**src/rtl/timer_tick_gen.sv**
```systemverilog
// Multi-channel prescaler and count-enable generator for the APB timer.
// Each channel ticks cnt_en every 2^div_val cycles (or every cycle) and can be frozen by a shared debug halt.
module timer_tick_gen #(
  parameter int NUM_CH = 2,
  parameter int DIV_W  = 4,
  parameter int CNT_W  = 8
) (
  input  logic                    clk,
  input  logic                    rst_n,
  input  logic [NUM_CH-1:0]       timer_en,
  input  logic [NUM_CH-1:0]       div_en,
  input  logic [NUM_CH*DIV_W-1:0] div_val,
  input  logic [NUM_CH-1:0]       restart,
  input  logic                    dbg_mode,
  input  logic                    halt_req,
  input  logic [NUM_CH-1:0]       halt_mask,
  output logic [NUM_CH-1:0]       cnt_en,
  output logic                    halt_ack,
  output logic [NUM_CH-1:0]       halted
);

  typedef enum logic {
    ST_RUN    = 1'b0,
    ST_HALTED = 1'b1
  } halt_state_e;

  halt_state_e state_q, state_d;

  logic              halt_en;
  logic [NUM_CH-1:0] frz;
  logic [NUM_CH-1:0] active;
  logic [NUM_CH-1:0] term;

  assign halt_en = dbg_mode & halt_req;
  assign frz     = {NUM_CH{halt_en}} & ~halt_mask;
  assign halted  = frz;

  // Shared halt handshake; halt_ack is decoded straight from the state register.
  always_ff @(posedge clk or negedge rst_n) begin
    if (!rst_n) begin
      state_q <= ST_RUN;
    end else begin
      // NOTE: sequential state always uses non-blocking assignment so every flop samples pre-edge values.
      state_q <= state_d;
    end
  end

  always_comb begin
    // NOTE: defaults first so no path through the block leaves a signal unassigned (no latch).
    state_d = state_q;
    case (state_q)
      ST_RUN:    if (halt_en)  state_d = ST_HALTED;
      ST_HALTED: if (!halt_en) state_d = ST_RUN;
      default:                 state_d = ST_RUN;
    endcase
  end

  assign halt_ack = (state_q == ST_HALTED);

  for (genvar n = 0; n < NUM_CH; n++) begin : g_ch
    logic [DIV_W-1:0] dv_sel;
    logic [CNT_W-1:0] lim;
    logic [CNT_W-1:0] pre_cnt;

    assign dv_sel = div_val[n*DIV_W +: DIV_W];

    // Selects at or above CNT_W saturate to the full-range limit rather than wrapping.
    always_comb begin
      lim = '1;
      if (int'(dv_sel) < CNT_W) lim = CNT_W'((1 << dv_sel) - 1);
    end

    // >= rather than == so a limit lowered mid-count still terminates on the next active cycle.
    assign term[n]   = (pre_cnt >= lim);
    assign active[n] = timer_en[n] & ~frz[n];
    assign cnt_en[n] = active[n] & (~div_en[n] | term[n]);

    always_ff @(posedge clk or negedge rst_n) begin
      if (!rst_n) begin
        pre_cnt <= '0;
      end else if (~timer_en[n] | ~div_en[n] | restart[n]) begin
        pre_cnt <= '0;
      end else if (frz[n]) begin
        pre_cnt <= pre_cnt;
      end else if (term[n]) begin
        pre_cnt <= '0;
      end else begin
        pre_cnt <= pre_cnt + CNT_W'(1);
      end
    end
  end

endmodule
```
**config.mk**
```make
export PLATFORM = sky130hd
export DESIGN_NAME = timer_tick_gen
export DESIGN_NICKNAME = d
export VERILOG_FILES = /design/src/rtl/timer_tick_gen.sv
export SDC_FILE = /design/constraint.sdc
export NUM_CORES = 1
export LEC_CHECK = 0
export ABC_AREA = 1
export BUFFER_PORTS_ARGS = -buffer_cell sky130_fd_sc_hd__buf_2
export CORE_MARGIN = 2
export CORE_UTILIZATION = 45
export CTS_BUF_LIST = sky130_fd_sc_hd__clkbuf_4 sky130_fd_sc_hd__clkbuf_8
export DETAILED_ROUTE_END_ITERATION = 8
export GPL_TIMING_DRIVEN = 0
export PLACE_DENSITY_LB_ADDON = 0.2
export SYNTH_ARGS = -nofsm -noshare
export SYNTH_HDL_FRONTEND = slang
export SYNTH_SLANG_ARGS = --single-unit
export TNS_END_PERCENT = 10
```
**constraint.sdc**
```tcl
create_clock -name clk -period 2.23 [get_ports clk]
set_input_delay 0.446 -clock clk [delete_from_list [all_inputs] [get_ports clk]]
set_output_delay 0.446 -clock clk [all_outputs]
set_load 0.02 [all_outputs]
```
==> results.txt, run 1 <==
die width = 64.4 um
power density over cell area = 310 nW/um^2
Clk pwr share = 26.8%
slowest CP cell = ha_4
count leader, synth = nand2_1
syn_nets = 275
Critical Path RT = 1780 ps
WL final = 3270 um
switching power = 0.000188 W
CP dominant cell by count = nand3_1
CP Capture Type = output port
first-pass detailed-route iteration total = 4
share of cells above drive strength 1 = 30.5%
DRC Markers = 0
Int Pwr = 0.000463 W
failing checks = setup timing
Place WS = -490 ps
GRT overflow = 0
Leakage = 1.06 nW
type of origin of the critical path = input port
GR Util All Layers = 18.2%
WP buf/inv = 4
relative slew slack = 75.3%
Avg Inst Size Synth = 6.98 um^2
Initial DRC Count = 58
Worst Skew = 2.79 ps
starting density of the core = 48.0%
status = complete, but fails checks
crit-path cells = buf_8, nor2_4, nand3_2, ha_4, and2_4, nand3_2, nand2_1, nand3_1, inv_2, ha_4, nand2_4, o21a_1, nand3_1, nand3_1, inv_2, buf_6
Synth top cells by count = nand2_1 (53), inv_1 (37), nor2_1 (27)
Net count, final = 310
Placer Congestion = 0.797
Final Hold Fails = 0
CTS max path bufs = 2
initial antenna violation count = 0
Die H = 64.4 um
Yosys cell types = 27
setup ws final = -427 ps
Final Setup Violations = 2
Peak VDD IR = 0.399 mV
vias in the first global route = 1446
worst setup path end = cnt_en[0]
port buffer count = 24
crit-path max FO = 5
cell taking the most area after synthesis = dfrtp_1
hold buffers post-CTS = 0
worst slew pin tran = 370 ps
RSZ-0062 raised after global routing = yes
row count = 21
Crit. Startpoint = div_val[2]
Post-synth ARST share = 100%
largest stage delay on the critical path = 260 ps
FILL cells = 321
crit path time final = 2660 ps
Sw Ratio = 28.9%
maximum clock rate = 376 MHz
Worst-path clk slew = 100 ps
Finished Cell Area = 2100 um^2
H-tree levels = 1
largest net degree at the start of global routing = 18
Ys Warns = 0
max-slew violation count = 0
Layout area overhead = 27.9%
crit path DAT = 2210 ps
TritonCTS sink count = 17
Post-synth EDFFs = 0
fin crit share = 119%
WL per Instance = 10.4 um
Combinational Power Share = 25.1%
Vias/cell = 4.77
cell count after synthesis = 235
Root Buffer = clkbuf_4
type of the worst min-delay path = in2async
# IOs = 25
die area = 4140 um^2
top cells by area, synth = dfrtp_1 (26%), ha_1 (15%), nand2_1 (12%)
remaining antenna violation count = 0
Skew-Pair Late Insertion Delay = 290 ps
register share of total power = 48.1%
TritonCTS buffer count = 3
Register-to-Register Path Depth = 7
crit path kind = in2out
area of the core = 3420 um^2
register bit count reported by yosys = 17
Cell Area, Synth = 1640 um^2
post-placement cell area = 1850 um^2
reg-to-reg endpoint = g_ch[0].pre_cnt[1]
top cell type's share of synthesized area = 25.9%
vias after detailed routing = 1502
# Max-Cap Violations = 0
Finished Core Util = 61.4%
CTS tree = built
first-pass GRT wire length = 6090 um
R2R Setup Slk = 450 ps
stages on the worst setup path = 16
diode count = 0
detailed placer's ending HPWL = 2510 um
top_reg_cell synth = dfrtp_1
delay-heaviest family, CP = simple AND/OR/NAND/NOR gates
R2R Path Start = g_ch[0].pre_cnt[7]
sequential-to-total area share from yosys stat = 25.9%
## worst min path at each step
stage                     slack (ps)            endpoint
after floorplan                  150  g_ch[0].pre_cnt[0]
after global placement           390  g_ch[0].pre_cnt[6]
after detailed placement         390  g_ch[0].pre_cnt[6]
after CTS                         70  g_ch[1].pre_cnt[5]
after global routing              90  g_ch[1].pre_cnt[5]
final                             60  g_ch[0].pre_cnt[6]
## placed cells by master, fill, tap and decap left out, drive strengths merged, types with 4 or more instances in the layout
cell     n
a21oi   17
buf     31
clkbuf   5
dfrtp   17
ha      20
inv     38
nand2   56
nand3   19
nand4    4
nor2    35
o21ai    9
o21bai   6
xor2     6
## routing by layer
metal  up-vias  track usage [%]  part of all wire, %
met3         2             3.70                  3.6
met2        28             29.6                   43
met5         -                0                    0
li1        823                -                    -
met1       649             25.8                   53
met4         0             1.60                 0.24
## layout make-up
cell class	count	area, um^2	area share [%]
plain buffers	2	25.0	1.19
inverters	39	151	7.22
well taps	46	57.6	2.74
flip-flops and latches	17	425	20.3
repair buffers	30	219	10.4
clock buffers	4	30.0	1.43
multi-input cells	177	1190	56.7
## sequential cells by signal (all words and copies together), names as in the netlist
signal	flops
g_ch.pre_cnt	16
halt_ack	1
## logic make-up after synthesis
kind of cell / share of synthesized area (%)
buffers and inverters: 10.8
adders and majority gates: 15.3
xor gates and xnor gates: 3.20
and+or+nand+nor: 33.0
DFF: 25.9
AOI/OAI and AO/OA: 11.8
## power by group through the flow
| stage | Sequential [W] | Clock, W | Combinational, W |
|---|---|---|---|
| global route | 0.000314 | 0.000192 | 0.000184 |
| finish | 0.000313 | 0.000175 | 0.000163 |
| detailed placement | 0.000319 | 0 | 0.000125 |
| floorplan | 0.000320 | 0 | 0.0000748 |
| CTS | 0.000313 | 0.000180 | 0.000142 |
| global placement | 0.000319 | 0 | 0.000123 |
## through the flow
step / TNS [ps] / hold WS (ps) / cells / power (W)
2_1_floorplan: -201 / 150 / 235 / 0.000395
3_3_place_gp: -4210 / 389 / 305 / 0.000442
3_5_place_dp: -4490 / 385 / 305 / 0.000445
4_1_cts: -765 / 67.9 / 311 / 0.000635
5_1_grt: -1240 / 86.3 / 315 / 0.000690
6_report: -780 / 57.6 / 315 / 0.000651
## worst register-to-register path, stage by stage, from the launching register on
cell     delay (ps)
dfrtp_1         420
ha_1            340
nand2_2          90
inv_2            30
nor2_2           80
o21a_1          170
nand3_1         280
o21ai_0         270
## timing repair
item | 4_1_cts | 5_1_grt
buffers inserted | 2 | 4
gates resized for setup | 21 | 31
endpoints found under the setup margin | 2 | 15
pin swaps | 14 | 21
No activity file was read; power rests on OpenSTA's default activity.
==> inputs of run 2 (changes only) <==
Settings changed: CORE_UTILIZATION 45 to 35.
==> run 2 against run 1 <==
  * The flow still finishes with violations (setup timing)
  * Register-to-register slack improved by 60 ps
  * Clock skew fell by 0.85 ps
  * Worst setup slack got worse by 27 ps
  * Sequential cell count did not move
  * Critical endpoint unchanged
  * Maximum frequency fell by 0.99%
  * Critical path depth rose by 2
  * Combinational power fell by 8%
  * Design area fell by 2.9%
  * Largest cell class unchanged
  * Count of clock-buffer cells in the layout did not move
  * Final cell count rose by 1.9%
  * Die area rose by 27%
==> results.txt, run 2 (same netlist as run 1, synthesis figures left out) <==
status = complete, but fails checks (unchanged)
failing checks = setup timing (unchanged)
Combinational Power Share = 21.2% (was 25.1%)
Top Usage Layer GRT = met2 (unchanged)
Crit. Startpoint = div_val[2] (unchanged)
Layout Cells excl Fill = 321 (was 315)
power density over cell area = 347 nW/um^2 (was 310 nW/um^2)
GRT overflow = 0 (unchanged)
Worst-path clk slew = 70 ps (was 100 ps)
largest net degree at the start of global routing = 18 (unchanged)
die area = 5250 um^2 (was 4140 um^2)
CTS tree = built (unchanged)
Skew-Pair Late Insertion Delay = 250 ps (was 290 ps)
slowest CP cell = ha_4 (unchanged)
Clk pwr share = 34.4% (was 26.8%)
crit-path cells = buf_8, nor2_4, nand3_2, ha_4, and2_4, nand3_2, nand2_1, nand3_2, inv_2, ha_4, nand2_1, inv_1, nor2_1, o21a_1, nand3_1, nand3_1, inv_2, buf_6 (was buf_8, nor2_4, nand3_2, ha_4, and2_4, nand3_2, nand2_1, nand3_1, inv_2, ha_4, nand2_4, o21a_1, nand3_1, nand3_1, inv_2, buf_6)
Placer Congestion = 0.756 (was 0.797)
Net count, final = 310 (unchanged)
vias after detailed routing = 1508 (was 1502)
area of the core = 4440 um^2 (was 3420 um^2)
WL final = 3350 um (was 3270 um)
largest stage delay on the critical path = 170 ps (was 260 ps)
share of cells above drive strength 1 = 26.8% (was 30.5%)
crit path kind = in2out (unchanged)
CP Capture Type = output port (unchanged)
max reg flops = 16 (unchanged)
DRC Markers = 0 (unchanged)
max-slew violation count = 0 (unchanged)
Sw Ratio = 27.5% (was 28.9%)
Peak VDD IR = 0.264 mV (was 0.399 mV)
H-tree levels = 1 (unchanged)
Finished Core Util = 45.8% (was 61.4%)
relative slew slack = 73.8% (was 75.3%)
Die H = 72.5 um (was 64.4 um)
Final Setup Violations = 4 (was 2)
GR Util met1 = 19.9% (was 25.8%)
placed cells = 311 (was 305)
GR Util All Layers = 14.0% (was 18.2%)
Int Pwr = 0.000512 W (was 0.000463 W)
Leakage = 1.04 nW (was 1.06 nW)
first-pass detailed-route iteration total = 4 (unchanged)
Layout area overhead = 24.2% (was 27.9%)
first-pass GRT wire length = 5910 um (was 6090 um)
most frequent cells in the layout = nand2_1 (47), inv_1 (35), nor2_1 (22), buf_2 (21) (was nand2_1 (46), inv_1 (32), nor2_1 (20), buf_2 (18))
Worst Skew = 1.93 ps (was 2.79 ps)
register share of total power = 44.4% (was 48.1%)
reg-to-reg endpoint = g_ch[0].pre_cnt[1] (unchanged)
Vias/cell = 4.70 (was 4.77)
R2R Path Start = g_ch[0].pre_cnt[7] (unchanged)
Root Buffer = clkbuf_8 (was clkbuf_4)
CTS max path bufs = 2 (unchanged)
switching power = 0.000194 W (was 0.000188 W)
fin crit share = 120% (was 119%)
setup ws final = -453 ps (was -427 ps)
commonest non-fill, non-tap cell in the layout = nand2_1 (unchanged)
Critical Path RT = 1780 ps (about the same)
Final Hold Fails = 0 (unchanged)
RSZ-0062 raised after global routing = yes (unchanged)
row count = 24 (was 21)
die width = 72.5 um (was 64.4 um)
# IOs = 25 (unchanged)
WL per Instance = 10.4 um (about the same)
Top reg by flops = g_ch.pre_cnt (unchanged)
crit-path max FO = 5 (unchanged)
type of the worst min-delay path = in2async (unchanged)
starting density of the core = 36.9% (was 48.0%)
port buffer count = 24 (unchanged)
hold buffers post-CTS = 0 (unchanged)
vias in the first global route = 1337 (was 1446)
worst slew pin tran = 393 ps (was 370 ps)
remaining antenna violation count = 0 (unchanged)
# Max-Cap Violations = 0 (unchanged)
Register-to-Register Path Depth = 7 (unchanged)
TritonCTS buffer count = 3 (unchanged)
initial antenna violation count = 0 (unchanged)
crit path DAT = 2240 ps (was 2210 ps)
crit path time final = 2680 ps (was 2660 ps)
Initial DRC Count = 59 (was 58)
Tot Pwr = 0.000706 W (was 0.000651 W)
TritonCTS sink count = 17 (unchanged)
met2 usage = 21.9% (was 29.6%)
met3 Use GR = 3.19% (was 3.70%)
Place WS = -502 ps (was -490 ps)
type of origin of the critical path = input port (unchanged)
diode count = 0 (unchanged)
R2R Setup Slk = 510 ps (was 450 ps)
maximum clock rate = 373 MHz (was 376 MHz)
CP dominant cell by count = nand3_2 (was nand3_1)
detailed placer's ending HPWL = 2680 um (was 2510 um)
## run 2: cell type report
cell class / instances / area (um^2)
Buffer: 2 / 25.0
Clock buffer: 4 / 48.8
Fill cell: 455 / 2410
Inverter: 39 / 151
Multi-Input combinational cell: 177 / 1130
Sequential cell: 17 / 425
Tap cell: 52 / 65.1
Timing Repair Buffer: 30 / 191
## run 2: per-layer routing
| metal | part of all wire, % | wire [um] |
|---|---|---|
| met3 | 4.5 | 151 |
| met4 | 0.87 | 29 |
| met5 | 0 | 0 |
| met2 | 42 | 1410 |
| met1 | 52 | 1760 |
## run 2: how the worst max path moves through the flow
| stage | end | depth (start not counted) |
|---|---|---|
| after floorplan | cnt_en[0] | 14 |
| after global placement | cnt_en[0] | 17 |
| after detailed placement | cnt_en[0] | 16 |
| after CTS | cnt_en[0] | 16 |
| after global routing | cnt_en[0] | 18 |
| final | cnt_en[0] | 18 |
## run 2: timing repair
item,in CTS,in global routing
buffers inserted,2,4
gates resized for setup,14,13
endpoints found under the setup margin,4,18
pin swaps,9,14
## run 2: power by group through the flow
stage | logic (W) | clock network [W] | registers, W
floorplan | 0.0000748 | 0 | 0.000320
global placement | 0.000124 | 0 | 0.000319
global route | 0.000171 | 0.000262 | 0.000314
detailed placement | 0.000127 | 0 | 0.000319
CTS | 0.000138 | 0.000253 | 0.000313
finish | 0.000150 | 0.000243 | 0.000314
## run 2: critical path: cells and delay by family
kind | cells | cell delay (ps)
adders and majority gates | 2 | 310
buffers and inverters | 5 | 340
AOI/OAI and AO/OA | 1 | 170
and+or+nand+nor | 10 | 960
## run 2: metrics by stage
stage / hold slack [ps] / area [um^2] / TNS [ps]
6_report: 110 / 2040 / -839
5_1_grt: 153 / 2040 / -2180
4_1_cts: 125 / 1960 / -772
3_5_place_dp: 400 / 1860 / -4440
3_3_place_gp: 394 / 1860 / -4320
2_1_floorplan: 150 / 1670 / -201
